$ cat config.mk
export PLATFORM = sky130hd
export DESIGN_NAME = ctrl_unit_rv32i_flat
export DESIGN_NICKNAME = d
export VERILOG_FILES = /design/src/rtl/ctrl_rv32i_pkg.sv /design/src/rtl/ctrl_unit_rv32i_if.sv /design/src/rtl/ctrl_decode_rv32i.sv /design/src/rtl/ctrl_unit_rv32i.sv /design/src/flat_wrapper.sv
export SDC_FILE = /design/constraint.sdc
export NUM_CORES = 1
export LEC_CHECK = 0
export CAP_MARGIN = 15
export CORE_UTILIZATION = 60
export CTS_CLUSTER_DIAMETER = 100
export DETAILED_ROUTE_END_ITERATION = 7
export DONT_BUFFER_PORTS = 1
export GPL_ROUTABILITY_DRIVEN = 0
export PLACE_DENSITY = 0.74
export SYNTH_ARGS = -nofsm -noshare
export SYNTH_HDL_FRONTEND = slang
export SYNTH_SLANG_ARGS = --single-unit
$ cat constraint.sdc
create_clock -name clk -period 1.49 [get_ports clk]
set_clock_uncertainty 0.05 [all_clocks]
set_input_delay 0.298 -clock clk [delete_from_list [all_inputs] [get_ports clk]]
set_output_delay 0.298 -clock clk [all_outputs]
set_load 0.01 [all_outputs]
$ cat src/rtl/ctrl_rv32i_pkg.sv
// ctrl_rv32i_pkg: RV32I opcodes, control-field encodings and the decoded control bundle
package ctrl_rv32i_pkg;

    localparam logic [6:0] OP_R      = 7'h33;
    localparam logic [6:0] OP_I      = 7'h13;
    localparam logic [6:0] OP_LOAD   = 7'h03;
    localparam logic [6:0] OP_STORE  = 7'h23;
    localparam logic [6:0] OP_BRANCH = 7'h63;
    localparam logic [6:0] OP_LUI    = 7'h37;
    localparam logic [6:0] OP_AUIPC  = 7'h17;
    localparam logic [6:0] OP_JAL    = 7'h6f;
    localparam logic [6:0] OP_JALR   = 7'h67;

    localparam logic [2:0] BT_ALWAYS = 3'b111;

    typedef enum logic [2:0] {IMM_I = 3'b000, IMM_S = 3'b001, IMM_B = 3'b010, IMM_U = 3'b011, IMM_J = 3'b100} imm_e;
    typedef enum logic [1:0] {ALU_ADD = 2'b00, ALU_LOGIC = 2'b01, ALU_SHIFT = 2'b10, ALU_SLT = 2'b11} alu_e;
    typedef enum logic [1:0] {GA_AND = 2'b00, GA_OR = 2'b01, GA_XOR = 2'b10} ga_e;
    typedef enum logic [1:0] {SH_SLL = 2'b00, SH_SRL = 2'b01, SH_SRA = 2'b11} sh_e;
    typedef enum logic [1:0] {RD_ALU = 2'b00, RD_LOAD = 2'b01, RD_PC4 = 2'b10, RD_IMM = 2'b11} rd_e;

    typedef struct packed {
        logic       alu1_src;
        logic       alu2_src;
        imm_e       imm_type;
        alu_e       alu_type;
        logic       ad_type;
        ga_e        ga_type;
        sh_e        sh_type;
        logic       sl_type;
        rd_e        rd_type;
        logic       rd_write;
        logic [2:0] load_type;
        logic       store;
        logic [1:0] store_type;
        logic       branch;
        logic [2:0] branch_type;
        logic       pc_type;
    } ctrl_t;

endpackage

$ cat src/rtl/ctrl_unit_rv32i_if.sv
// ctrl_unit_rv32i_if: instruction fields in, decoded control fields out
//   master: instruction source (drives opcode/funct3/funct7, reads cu_*)
//   slave : control unit (reads instruction fields, drives cu_*)
//   cu_illegal exists only when CTRL_UNIT_ILLEGAL_EN is defined
interface ctrl_unit_rv32i_if;
    logic [6:0] opcode;
    logic [2:0] funct3;
    logic [6:0] funct7;
    logic       cu_ALU1src;
    logic       cu_ALU2src;
    logic [2:0] cu_immtype;
    logic [1:0] cu_ALUtype;
    logic       cu_adtype;
    logic [1:0] cu_gatype;
    logic [1:0] cu_shiftype;
    logic       cu_sltype;
    logic [1:0] cu_rdtype;
    logic       cu_rdwrite;
    logic [2:0] cu_loadtype;
    logic       cu_store;
    logic [1:0] cu_storetype;
    logic       cu_branch;
    logic [2:0] cu_branchtype;
    logic       cu_PCtype;
`ifdef CTRL_UNIT_ILLEGAL_EN
    logic       cu_illegal;
`endif

    modport master (
`ifdef CTRL_UNIT_ILLEGAL_EN
        input  cu_illegal,
`endif
        output opcode, funct3, funct7,
        input  cu_ALU1src, cu_ALU2src, cu_immtype, cu_ALUtype, cu_adtype, cu_gatype, cu_shiftype,
               cu_sltype, cu_rdtype, cu_rdwrite, cu_loadtype, cu_store, cu_storetype, cu_branch,
               cu_branchtype, cu_PCtype
    );

    modport slave (
`ifdef CTRL_UNIT_ILLEGAL_EN
        output cu_illegal,
`endif
        input  opcode, funct3, funct7,
        output cu_ALU1src, cu_ALU2src, cu_immtype, cu_ALUtype, cu_adtype, cu_gatype, cu_shiftype,
               cu_sltype, cu_rdtype, cu_rdwrite, cu_loadtype, cu_store, cu_storetype, cu_branch,
               cu_branchtype, cu_PCtype
    );
endinterface

$ cat src/rtl/ctrl_decode_rv32i.sv
// ctrl_decode_rv32i: combinational RV32I decode of opcode/funct3/funct7 into a ctrl_t bundle
//   opcode, funct3 in; funct7[5] only (f7_5) unless CTRL_UNIT_ILLEGAL_EN, which takes the full
//   funct7 and adds the illegal output. Unknown opcodes and reserved funct3 decode to all zero.
module ctrl_decode_rv32i
    import ctrl_rv32i_pkg::*;
(
    input  logic [6:0] opcode,
    input  logic [2:0] funct3,
`ifdef CTRL_UNIT_ILLEGAL_EN
    input  logic [6:0] funct7,
    output logic       illegal,
`else
    input  logic       f7_5,
`endif
    output ctrl_t      c
);
`ifdef CTRL_UNIT_ILLEGAL_EN
    logic f7_5;
    logic f7_bad;
    assign f7_5 = funct7[5];
    // 0x20 is only meaningful for SUB/SRA (R) and SRAI (I); I-type non-shifts carry immediate bits there
    assign f7_bad = opcode == OP_R ? !(funct7 == 7'h00 || (funct7 == 7'h20 && funct3[1:0] == 2'b00 && !funct3[2]) || (funct7 == 7'h20 && funct3 == 3'b101))
                  : funct3 == 3'b001 ? funct7 != 7'h00
                  : funct3 == 3'b101 ? !(funct7 == 7'h00 || funct7 == 7'h20)
                  : 1'b0;
`endif
    always_comb begin
        c = '0;
`ifdef CTRL_UNIT_ILLEGAL_EN
        illegal = 1'b0;
`endif
        case (opcode)
            OP_R, OP_I: begin
                c.alu2_src = opcode == OP_I;
                c.rd_write = 1'b1;
                c.alu_type = funct3 == 3'b000 ? ALU_ADD : funct3[1:0] == 2'b01 ? ALU_SHIFT : funct3[2:1] == 2'b01 ? ALU_SLT : ALU_LOGIC;
                c.ad_type  = opcode == OP_R && funct3 == 3'b000 && f7_5;
                c.ga_type  = funct3 == 3'b100 ? GA_XOR : funct3 == 3'b110 ? GA_OR : GA_AND;
                c.sh_type  = funct3 == 3'b101 ? (f7_5 ? SH_SRA : SH_SRL) : SH_SLL;
                c.sl_type  = funct3 == 3'b011;
`ifdef CTRL_UNIT_ILLEGAL_EN
                illegal = f7_bad;
`endif
            end
            OP_LOAD: begin
                if (funct3 != 3'b011 && funct3[2:1] != 2'b11) begin
                    c.alu2_src  = 1'b1;
                    c.rd_type   = RD_LOAD;
                    c.rd_write  = 1'b1;
                    c.load_type = funct3;
                end
`ifdef CTRL_UNIT_ILLEGAL_EN
                else illegal = 1'b1;
`endif
            end
            OP_STORE: begin
                if (funct3 < 3'd3) begin
                    c.alu2_src   = 1'b1;
                    c.imm_type   = IMM_S;
                    c.store      = 1'b1;
                    c.store_type = funct3[1:0];
                end
`ifdef CTRL_UNIT_ILLEGAL_EN
                else illegal = 1'b1;
`endif
            end
            OP_BRANCH: begin
                if (funct3[2:1] != 2'b01) begin
                    c.alu1_src    = 1'b1;
                    c.alu2_src    = 1'b1;
                    c.imm_type    = IMM_B;
                    c.branch      = 1'b1;
                    c.pc_type     = 1'b1;
                    c.branch_type = {funct3[2] ^ funct3[0], funct3[1], funct3[0]};
                end
`ifdef CTRL_UNIT_ILLEGAL_EN
                else illegal = 1'b1;
`endif
            end
            OP_LUI: begin
                c.alu2_src = 1'b1;
                c.imm_type = IMM_U;
                c.rd_type  = RD_IMM;
                c.rd_write = 1'b1;
            end
            OP_AUIPC: begin
                c.alu1_src = 1'b1;
                c.alu2_src = 1'b1;
                c.imm_type = IMM_U;
                c.rd_write = 1'b1;
            end
            OP_JAL, OP_JALR: begin
                c.alu1_src    = opcode == OP_JAL;
                c.alu2_src    = 1'b1;
                c.imm_type    = opcode == OP_JAL ? IMM_J : IMM_I;
                c.rd_type     = RD_PC4;
                c.rd_write    = 1'b1;
                c.branch      = 1'b1;
                c.pc_type     = 1'b1;
                c.branch_type = BT_ALWAYS;
            end
            default: begin
`ifdef CTRL_UNIT_ILLEGAL_EN
                illegal = 1'b1;
`endif
            end
        endcase
    end
endmodule

$ cat src/rtl/ctrl_unit_rv32i.sv
// ctrl_unit_rv32i: RV32I main control unit with registered outputs (1-cycle decode latency)
//   clk, rst : rising-edge clock, async active-high reset (all outputs 0 = NOP)
//   bus      : slave side of ctrl_unit_rv32i_if (instruction fields in, cu_* out)
//   CTRL_UNIT_ILLEGAL_EN adds the registered cu_illegal flag
module ctrl_unit_rv32i
    import ctrl_rv32i_pkg::*;
(
    input  logic                 clk,
    input  logic                 rst,
    ctrl_unit_rv32i_if.slave     bus
);
    ctrl_t d, q;
`ifdef CTRL_UNIT_ILLEGAL_EN
    logic ill_d;
    ctrl_decode_rv32i u_dec (.opcode(bus.opcode), .funct3(bus.funct3), .funct7(bus.funct7), .illegal(ill_d), .c(d));
    always_ff @(posedge clk or posedge rst)
        if (rst) bus.cu_illegal <= 1'b0;
        else bus.cu_illegal <= ill_d;
`else
    ctrl_decode_rv32i u_dec (.opcode(bus.opcode), .funct3(bus.funct3), .f7_5(bus.funct7[5]), .c(d));
`endif
    always_ff @(posedge clk or posedge rst)
        if (rst) q <= '0;
        else q <= d;
    assign bus.cu_ALU1src    = q.alu1_src;
    assign bus.cu_ALU2src    = q.alu2_src;
    assign bus.cu_immtype    = q.imm_type;
    assign bus.cu_ALUtype    = q.alu_type;
    assign bus.cu_adtype     = q.ad_type;
    assign bus.cu_gatype     = q.ga_type;
    assign bus.cu_shiftype   = q.sh_type;
    assign bus.cu_sltype     = q.sl_type;
    assign bus.cu_rdtype     = q.rd_type;
    assign bus.cu_rdwrite    = q.rd_write;
    assign bus.cu_loadtype   = q.load_type;
    assign bus.cu_store      = q.store;
    assign bus.cu_storetype  = q.store_type;
    assign bus.cu_branch     = q.branch;
    assign bus.cu_branchtype = q.branch_type;
    assign bus.cu_PCtype     = q.pc_type;
endmodule

$ cat src/flat_wrapper.sv
// flat-port wrapper written by rule: the top's interface ports become plain ports
module ctrl_unit_rv32i_flat import ctrl_rv32i_pkg::*;
  (clk, rst, bus_opcode, bus_funct3, bus_funct7, bus_cu_ALU1src, bus_cu_ALU2src, bus_cu_immtype, bus_cu_ALUtype, bus_cu_adtype, bus_cu_gatype, bus_cu_shiftype, bus_cu_sltype, bus_cu_rdtype, bus_cu_rdwrite, bus_cu_loadtype, bus_cu_store, bus_cu_storetype, bus_cu_branch, bus_cu_branchtype, bus_cu_PCtype);
  ctrl_unit_rv32i_if bus_i ();
  input  logic clk;
  input  logic rst;
  input wire logic [$bits(bus_i.opcode)-1:0] bus_opcode;
  input wire logic [$bits(bus_i.funct3)-1:0] bus_funct3;
  input wire logic [$bits(bus_i.funct7)-1:0] bus_funct7;
  output wire logic [$bits(bus_i.cu_ALU1src)-1:0] bus_cu_ALU1src;
  output wire logic [$bits(bus_i.cu_ALU2src)-1:0] bus_cu_ALU2src;
  output wire logic [$bits(bus_i.cu_immtype)-1:0] bus_cu_immtype;
  output wire logic [$bits(bus_i.cu_ALUtype)-1:0] bus_cu_ALUtype;
  output wire logic [$bits(bus_i.cu_adtype)-1:0] bus_cu_adtype;
  output wire logic [$bits(bus_i.cu_gatype)-1:0] bus_cu_gatype;
  output wire logic [$bits(bus_i.cu_shiftype)-1:0] bus_cu_shiftype;
  output wire logic [$bits(bus_i.cu_sltype)-1:0] bus_cu_sltype;
  output wire logic [$bits(bus_i.cu_rdtype)-1:0] bus_cu_rdtype;
  output wire logic [$bits(bus_i.cu_rdwrite)-1:0] bus_cu_rdwrite;
  output wire logic [$bits(bus_i.cu_loadtype)-1:0] bus_cu_loadtype;
  output wire logic [$bits(bus_i.cu_store)-1:0] bus_cu_store;
  output wire logic [$bits(bus_i.cu_storetype)-1:0] bus_cu_storetype;
  output wire logic [$bits(bus_i.cu_branch)-1:0] bus_cu_branch;
  output wire logic [$bits(bus_i.cu_branchtype)-1:0] bus_cu_branchtype;
  output wire logic [$bits(bus_i.cu_PCtype)-1:0] bus_cu_PCtype;
  assign bus_i.opcode = bus_opcode;
  assign bus_i.funct3 = bus_funct3;
  assign bus_i.funct7 = bus_funct7;
  assign bus_cu_ALU1src = bus_i.cu_ALU1src;
  assign bus_cu_ALU2src = bus_i.cu_ALU2src;
  assign bus_cu_immtype = bus_i.cu_immtype;
  assign bus_cu_ALUtype = bus_i.cu_ALUtype;
  assign bus_cu_adtype = bus_i.cu_adtype;
  assign bus_cu_gatype = bus_i.cu_gatype;
  assign bus_cu_shiftype = bus_i.cu_shiftype;
  assign bus_cu_sltype = bus_i.cu_sltype;
  assign bus_cu_rdtype = bus_i.cu_rdtype;
  assign bus_cu_rdwrite = bus_i.cu_rdwrite;
  assign bus_cu_loadtype = bus_i.cu_loadtype;
  assign bus_cu_store = bus_i.cu_store;
  assign bus_cu_storetype = bus_i.cu_storetype;
  assign bus_cu_branch = bus_i.cu_branch;
  assign bus_cu_branchtype = bus_i.cu_branchtype;
  assign bus_cu_PCtype = bus_i.cu_PCtype;
  ctrl_unit_rv32i u_core (.clk(clk), .rst(rst), .bus(bus_i));
endmodule
==> results_dict.tcl, run 1 <==
set metrics [dict create \
    outcome "finished, violations left" \
    failed_checks "DRC" \
    antenna_found_initial 0 \
    grt_pass1_vias 642 \
    pre_cts_ws_ns 0.09151 \
    crit_path_end_kind "output port" \
    core_sq_um 1577 \
    initial_utilization 0.6659 \
    tritoncts "done" \
    via_per_inst 5.930 \
    crit_cells 0 \
    htree_levels 1 \
    ys_ff_latch 26 \
    critPathKind "flop to output port" \
    finalWirelength_um 1718 \
    finalHoldViolations 0 \
    comb_power_share 0.057 \
    vias 676 \
    placed_cell_area_sq_um 1070 \
    rows 14 \
    grt_pass1_wl_um 2760 \
    grt_max_degree 27 \
    p_sw_mw 0.2323 \
    synthCells 92 \
    postLayoutCellArea_sq_um 1136 \
    maxSlewViolCount 0 \
    swShare 0.2070 \
    dp_hpwl_um 1207 \
    holdWs_ns 0.02391 \
    num_io_pins 46 \
    ir_worst_vdd_v 0.0007850 \
    firstDrtPassIters 6 \
    finalNetCount 118 \
    synth_area_sq_um 1050 \
    ys_warn_count 0 \
    postRouteAntennaNets 0 \
    n_antenna_cell 0 \
    yosysSeqAreaShare 0.6198 \
    cts.clk_slew.worst_paths_ns 0.13 \
    fmax_mhz 888.3 \
    leakagePower_nw 0.5507 \
    io_buffer_count 0 \
    p_per_area_nw_per_um2 987.8 \
    dieArea_sq_um 1921 \
    seqPwrFrac 0.639 \
    drc_errors 1 \
    clock_sinks 26 \
    grt_usage 0.2032 \
    drv_cap 0 \
    grt-ovfl-total 0 \
    dr.first_iter.drc_count 8 \
    tightestPinTransition_ns 0.3050 \
    layout_common_cells "dfrtp_1, nand2_1, nor3_1, nor2_1, o21ai_0" \
    fin_tns_setup_ns 0 \
    fin_cells 114 \
    grt_setup_unrepaired "no" \
    total_power_mw 1.122 \
    p_clk_frac 0.304 \
    cts-root-buf "clkbuf_4" \
    maxSlewHeadroom 0.7967 \
    setup_viol 0 \
    die_w_um 43.83 \
    whs_path_depth 2 \
    crit_path_max_fanout 2 \
    hold_path_class "primary input to flop" \
    arrival_ns 0.78 \
    cp_data_required_time_ns 1.14 \
    syn_nets 111 \
    chipHeight_um 43.83 \
    drive_above_1_share 0.1633 \
    clockBufferDepth 2 \
    dpl.cell_count 107 \
    min_period_ns 1.126 \
    final_common_cell "dfrtp_1" \
    synth_cell_types 29 \
    setup_slack_ns 0.3642 \
    post-cts-setup-buffer-count 0 \
    p_int_mw 0.8899 \
    syn_area_per_cell_sq_um 11.41 \
    critPathLaunchType "flop" \
    wire_per_inst_um 15.07 \
    fin_crit_sh 0.7556 \
    fin_util 0.7206 \
    area_growth_pct 8.224 \
    cts_inserted_buffers 3 \
]
timing repair:
action	4_1_cts	5_1_grt
gates resized for setup	0	0
hold buffers	3	0
endpoints found under the hold margin	32	0
metal layers:
layer / wire [um] / global-route usage
met1: 813 / 0.2790
met2: 766 / 0.2925
met3: 105 / 0.05417
met4: 33 / 0.1125
met5: 0 / 0
flip-flops by register name, summed over array words and instances (netlist names), 2 cells and up:
name / count
u_core.bus.cu_branchtype: 3
u_core.bus.cu_shiftype: 2
u_core.bus.cu_rdtype: 2
u_core.bus.cu_loadtype: 3
u_core.bus.cu_storetype: 2
u_core.bus.cu_immtype: 3
u_core.bus.cu_ALUtype: 2
u_core.bus.cu_gatype: 2
synth_stat cells:
cell type	n	share of area
nor2b_1	1	0.0060
xnor2_1	1	0.0083
inv_1	2	0.0072
nand3_1	3	0.014
nand2b_1	2	0.012
or2_1	1	0.0060
or2_2	3	0.018
nand4b_1	1	0.0083
nand3b_1	1	0.0072
o21ai_0	6	0.029
nand2_1	10	0.036
nor2_1	6	0.021
dfrtp_1	26	0.62
nor4b_1	1	0.0083
buf_4	1	0.0072
or3_2	1	0.0072
or3_1	1	0.0060
and2_1	4	0.024
a21oi_1	3	0.014
or3b_2	1	0.0083
clkbuf_1	3	0.011
and2_2	1	0.0072
nand4bb_4	1	0.026
nor3_1	6	0.029
nor4b_4	1	0.023
nor3b_1	1	0.0072
nor4_1	2	0.012
o21a_1	1	0.0072
buf_6	1	0.011
final timing paths:
kind	startpoint	endpoint	slack, ns
min in group asynchronous	rst	u_core.bus.cu_store	0.40
max in group asynchronous	rst	u_core.bus.cu_sltype	0.76
worst min-delay path	bus_funct7[5]	u_core.bus.cu_adtype	0.02
worst max-delay path	u_core.bus.cu_branch	bus_cu_branch	0.36
power by group through the flow:
stage	registers, mW	logic, mW	clock network (mW)
after floorplan	0.730	0.0544	0
after global placement	0.730	0.0546	0
after detailed placement	0.730	0.0559	0
after CTS	0.717	0.0654	0.347
after global routing	0.718	0.0728	0.368
final	0.717	0.0644	0.341
cell type report:
class | count | area, sq um
well taps | 16 | 20.02
clock buffers | 4 | 36.28
fillers | 124 | 440.4
multi-input cells | 59 | 361.6
flip-flops and latches | 26 | 650.6
inverters | 2 | 7.507
repair buffers | 7 | 60.06
kinds of logic after synthesis:
group	Yosys count	share of synthesized area
and+or+nand+nor	48	0.2861
DFF	26	0.6198
AOI/OAI and AO/OA	10	0.05006
buffers and inverters	7	0.03576
xor gates and xnor gates	1	0.008345
No activity file was read; power rests on OpenSTA's default activity.
==> run 2: changes to the inputs <==
--- a/config.mk
+++ b/config.mk
@@ -6,12 +6,12 @@
 export NUM_CORES = 1
 export LEC_CHECK = 0
 export CAP_MARGIN = 15
-export CORE_UTILIZATION = 60
+export CORE_UTILIZATION = 59
 export CTS_CLUSTER_DIAMETER = 100
 export DETAILED_ROUTE_END_ITERATION = 7
 export DONT_BUFFER_PORTS = 1
 export GPL_ROUTABILITY_DRIVEN = 0
-export PLACE_DENSITY = 0.74
+export PLACE_DENSITY = 0.73
 export SYNTH_ARGS = -nofsm -noshare
 export SYNTH_HDL_FRONTEND = slang
 export SYNTH_SLANG_ARGS = --single-unit
==> constraint.sdc (replaced) <==
create_clock -name clk -period 1.2 [get_ports clk]
set_clock_uncertainty 0.05 [all_clocks]
set_input_delay 0.24 -clock clk [delete_from_list [all_inputs] [get_ports clk]]
set_output_delay 0.24 -clock clk [all_outputs]
set_load 0.01 [all_outputs]
==> run 2 against run 1 <==
Effect of this change:
- the run now ends clean
- via count grew 2.1%
- largest power group unchanged
- first-iteration DRC count grew 13%
- final cell count grew 3.5%
==> results_dict.tcl, run 2 (same netlist as run 1, synthesis figures left out) <==
set metrics [dict create \
    finalNetCount 123 \
    leakagePower_nw 0.5656 \
    grt_setup_unrepaired "no" \
    layout_common_cells "dfrtp_1, nand2_1, dlygate4sd3_1" \
    grt_pass1_vias 670 \
    initial_utilization 0.6659 \
    drv_cap 0 \
    fin_cells 118 \
    finalHoldViolations 0 \
    wire_per_inst_um 15.99 \
    chipHeight_um 44.18 \
    critPathKind "primary input to flop" \
    dpl.cell_count 108 \
    hold_path_class "primary input to flop" \
    dp_hpwl_um 1255 \
    n_antenna_cell 0 \
    die_w_um 44.18 \
    num_io_pins 46 \
    min_period_ns 1.153 \
    ir_worst_vdd_v 0.0007915 \
    postLayoutCellArea_sq_um 1175 \
    antenna_found_initial 0 \
    drive_above_1_share 0.1667 \
    grt_usage 0.2155 \
    tightestPinTransition_ns 0.3613 \
    via_per_inst 5.847 \
    cp_data_required_time_ns 1.41 \
    dr.first_iter.drc_count 9 \
    p_per_area_nw_per_um2 1140 \
    holdWs_ns 0.01152 \
    outcome "finished, final reports clean" \
    clockBufferDepth 2 \
    crit_path_max_fanout 8 \
    rows 14 \
    min_to "u_core.bus.cu_rdtype[1]" \
    area_growth_pct 11.92 \
    tritoncts "done" \
    cts.clk_slew.worst_paths_ns 0.13 \
    critPathLaunchType "primary input" \
    grt_max_degree 27 \
    clock_sinks 26 \
    grt-ovfl-total 0 \
    cts_inserted_buffers 3 \
    fmax_mhz 867.4 \
    core_sq_um 1577 \
    arrival_ns 1.37 \
    final_common_cell "dfrtp_1" \
    postRouteAntennaNets 0 \
    grt_pass1_wl_um 2946 \
    htree_levels 1 \
    maxSlewViolCount 0 \
    cts-root-buf "clkbuf_4" \
    dieArea_sq_um 1952 \
    fin_tns_setup_ns 0 \
    setup_viol 0 \
    finalWirelength_um 1887 \
    maxSlewHeadroom 0.7583 \
    vias 690 \
    cts_resized 0 \
    fin_crit_sh 0.9608 \
    firstDrtPassIters 6 \
    whs_path_depth 2 \
    io_buffer_count 0 \
    crit_path_end_kind "flop" \
    drc_errors 0 \
    hp-start "bus_opcode[5]" \
    placed_cell_area_sq_um 1082 \
]
[run 2: how the worst max path moves through the flow]
stage | from | to
4_1_cts | bus_funct3[1] | u_core.bus.cu_shiftype[1]
3_3_place_gp | bus_opcode[3] | u_core.bus.cu_ALU2src
2_1_floorplan | bus_opcode[3] | u_core.bus.cu_shiftype[1]
3_5_place_dp | bus_opcode[3] | u_core.bus.cu_ALU2src
6_report | bus_funct3[1] | u_core.bus.cu_shiftype[1]
5_1_grt | bus_funct3[1] | u_core.bus.cu_shiftype[1]
[run 2: timing repair]
action	in CTS	in global routing
setup buffers	0	0
hold buffers	5	2
endpoints found under the hold margin	37	2
[run 2: area by class of cell]
class | instances | area [sq um]
Timing Repair Buffer | 12 | 107.6
Inverter | 2 | 7.507
Multi-Input combinational cell | 59 | 366.6
Sequential cell | 26 | 650.6
Fill cell | 133 | 401.6
Clock buffer | 3 | 22.52
Tap cell | 16 | 20.02
[run 2: power breakdown]
part | total, mW | switching (mW) | internal, mW | leakage, nW
clock network | 0.354 | 0.236 | 0.118 | 0.0138
logic | 0.0954 | 0.0500 | 0.0454 | 0.190
registers | 0.890 | 0.00672 | 0.883 | 0.362
total | 1.34 | 0.293 | 1.05 | 0.566
[run 2: worst max-delay path: stages]
cell and delay (ns):
dlygate4sd3_1 0.68, nor4b_4 0.30, and2_1 0.15
[run 2: metal layers]
layer  global-route usage  part of all wire  routed length [um]  vias to the layer above
met2               0.3206              0.46                 866                       34
met1               0.2896              0.45                 858                      318
met5                    0                 0                   0                        -
met3              0.05714             0.066                 124                        5
li1                     -                 -                   -                      333
met4               0.1152             0.020                  38                        0
[run 2: per-stage QoR]
stage,utilization,worst slack [ns],power [mW]
floorplan,-,-0.06822,0.9744
global placement,0.6865,-0.07111,0.9754
detailed placement,0.6865,-0.08160,0.9783
CTS,0.7325,0.05117,1.337
global route,0.7452,0.01443,1.384
finish,0.7452,0.04709,1.339
==> run 3: changes to the inputs <==
--- a/config.mk
+++ b/config.mk
@@ -6,12 +6,15 @@
 export NUM_CORES = 1
 export LEC_CHECK = 0
 export CAP_MARGIN = 15
+export CORE_ASPECT_RATIO = 1.25
 export CORE_UTILIZATION = 59
 export CTS_CLUSTER_DIAMETER = 100
 export DETAILED_ROUTE_END_ITERATION = 7
 export DONT_BUFFER_PORTS = 1
 export GPL_ROUTABILITY_DRIVEN = 0
 export PLACE_DENSITY = 0.73
+export RECOVER_POWER = 50
+export SLEW_MARGIN = 20
 export SYNTH_ARGS = -nofsm -noshare
 export SYNTH_HDL_FRONTEND = slang
 export SYNTH_SLANG_ARGS = --single-unit
==> run 3 against run 2 <==
Effect of this change:
- global-route usage down 0.90 points
- via count up 2.2%
- clock power down 6.2%
- worst setup slack better by 0.029 ns
- sequential share of layout area up 1.6 points
- worst hold slack worse by 0.0027 ns
- cell area down 2.9%
- fmax up 2.6%
- critical endpoint unchanged
==> results_dict.tcl, run 3 (same netlist as run 1, synthesis figures left out) <==
set metrics [dict create \
    holdBufCountCts 4 \
    tightestPinTransition_ns 0.5872 \
    slowest_stage "dlygate4sd3_1" \
    p_per_area_nw_per_um2 1146 \
    clockBufferDepth 2 \
    final_common_cell "dfrtp_1" \
    area_growth_pct 8.700 \
    chipHeight_um 49.16 \
    wire_per_inst_um 14.90 \
    initial_utilization 0.6474 \
    seq_area_sq_um 650.6 \
    dieArea_sq_um 1953 \
    drc_errors 0 \
    rows 16 \
    grt_pass1_vias 685 \
    multi_input_area_sq_um 350.3 \
    post-cts-setup-buffer-count 0 \
    dp_hpwl_um 1246 \
    fill_cells 118 \
    outcome "finished, final reports clean" \
    drv_cap 0 \
    cts_inserted_buffers 3 \
    cp_data_required_time_ns 1.41 \
    cts_resized 0 \
    via_per_inst 5.924 \
    grt-ovfl-total 0 \
    crit_path_max_fanout 9 \
    vias 705 \
    drive_above_1_share 0.1386 \
    setup_viol 0 \
    grt_usage 0.2065 \
    maxSlewHeadroom 0.6085 \
    crit_path_end_kind "flop" \
    htree_levels 1 \
    min_period_ns 1.124 \
    placed_cell_area_sq_um 1085 \
    finalNetCount 122 \
    core_sq_um 1622 \
    antenna_found_initial 0 \
    firstDrtPassIters 5 \
    postLayoutCellArea_sq_um 1141 \
    cts-root-buf "clkbuf_4" \
    num_io_pins 46 \
    arrival_ns 1.33 \
    clock_sinks 26 \
    dr.first_iter.drc_count 6 \
    critPathMaxStageDelay_ns 0.65 \
    crit_chain "dlygate4sd3_1 > nor4b_4 > and2_1" \
    io_buffer_count 0 \
    ir_worst_vdd_v 0.0006155 \
    hp-start "bus_funct7[5]" \
    fmax_mhz 889.5 \
    fin_crit_sh 0.9368 \
    leakagePower_nw 0.5479 \
    n_antenna_cell 0 \
    cts.clk_slew.worst_paths_ns 0.12 \
    hold_path_class "primary input to flop" \
    min_to "u_core.bus.cu_shiftype[1]" \
    tritoncts "done" \
    setup_slack_ns 0.07578 \
    die_w_um 39.73 \
    postRouteAntennaNets 0 \
    critPathKind "primary input to flop" \
    grt_max_degree 27 \
    finalWirelength_um 1773 \
    layout_common_cells "dfrtp_1, nand2_1" \
    critPathLaunchType "primary input" \
    maxSlewViolCount 0 \
    whs_path_depth 1 \
    grt_pass1_wl_um 2856 \
    grt_setup_unrepaired "no" \
    finalHoldViolations 0 \
    pre_cts_ws_ns -0.07198 \
]
==> run 3: cell types whose count changed in the layout (fill, tap and decap cells not counted) <==
cell,delta
clkbuf_1,+2
or2_1,-1
clkbuf_2,+1
and2_0,+2
nand4bb_1,+1
nand4bb_4,-1
dlygate4sd3_1,-1
buf_4,-3
or2_0,+1
and2_1,-2
==> run 3: per-stage QoR <==
stage | std cells | power (mW) | hold WS (ns) | util | setup TNS (ns)
finish | 119 | 1.308 | 0.008821 | 0.7037 | 0
global route | 119 | 1.373 | 0.001512 | 0.7037 | 0
CTS | 117 | 1.326 | 0.001795 | 0.7076 | 0
detailed placement | 110 | 0.9779 | 0.1462 | 0.6690 | -0.3099
global placement | 110 | 0.9753 | 0.1408 | 0.6690 | -0.2207
floorplan | 92 | 0.9744 | 0.2300 | - | -0.1436
==> run 3: worst max path at each step <==
stage	start	endpoint	slack (ns)	depth (start not counted)
finish	bus_funct3[1]	u_core.bus.cu_shiftype[1]	0.08	3
global route	bus_funct3[1]	u_core.bus.cu_shiftype[1]	0.03	3
CTS	bus_funct3[1]	u_core.bus.cu_shiftype[1]	0.08	3
detailed placement	bus_opcode[3]	u_core.bus.cu_shiftype[1]	-0.07	4
global placement	bus_opcode[3]	u_core.bus.cu_shiftype[1]	-0.06	4
floorplan	bus_opcode[3]	u_core.bus.cu_shiftype[1]	-0.07	5
==> run 3: metal layers <==
| metal | share of wire | global-route usage |
|---|---|---|
| met1 | 0.41 | 0.2722 |
| met2 | 0.52 | 0.3224 |
| met3 | 0.049 | 0.04566 |
| met4 | 0.014 | 0.07471 |
| met5 | 0 | 0 |
==> run 3: final cells by class <==
cell class	count	area share
inverters	2	0.006579
repair buffers	11	0.07675
well taps	18	0.01974
clock buffers	3	0.01974
multi-input cells	59	0.3070
flip-flops and latches	26	0.5702
==> run 3: report_power, final <==
| part | total (mW) | switching, mW | internal [mW] |
|---|---|---|---|
| Combinational | 0.0856 | 0.0468 | 0.0388 |
| Sequential | 0.890 | 0.00679 | 0.883 |
| Clock | 0.332 | 0.215 | 0.117 |
| Total | 1.31 | 0.269 | 1.04 |
==> run 3: critical path: cells and delay by family <==
family,cells,cell delay [ns]
simple gates,2,0.44
buf+inv,1,0.65
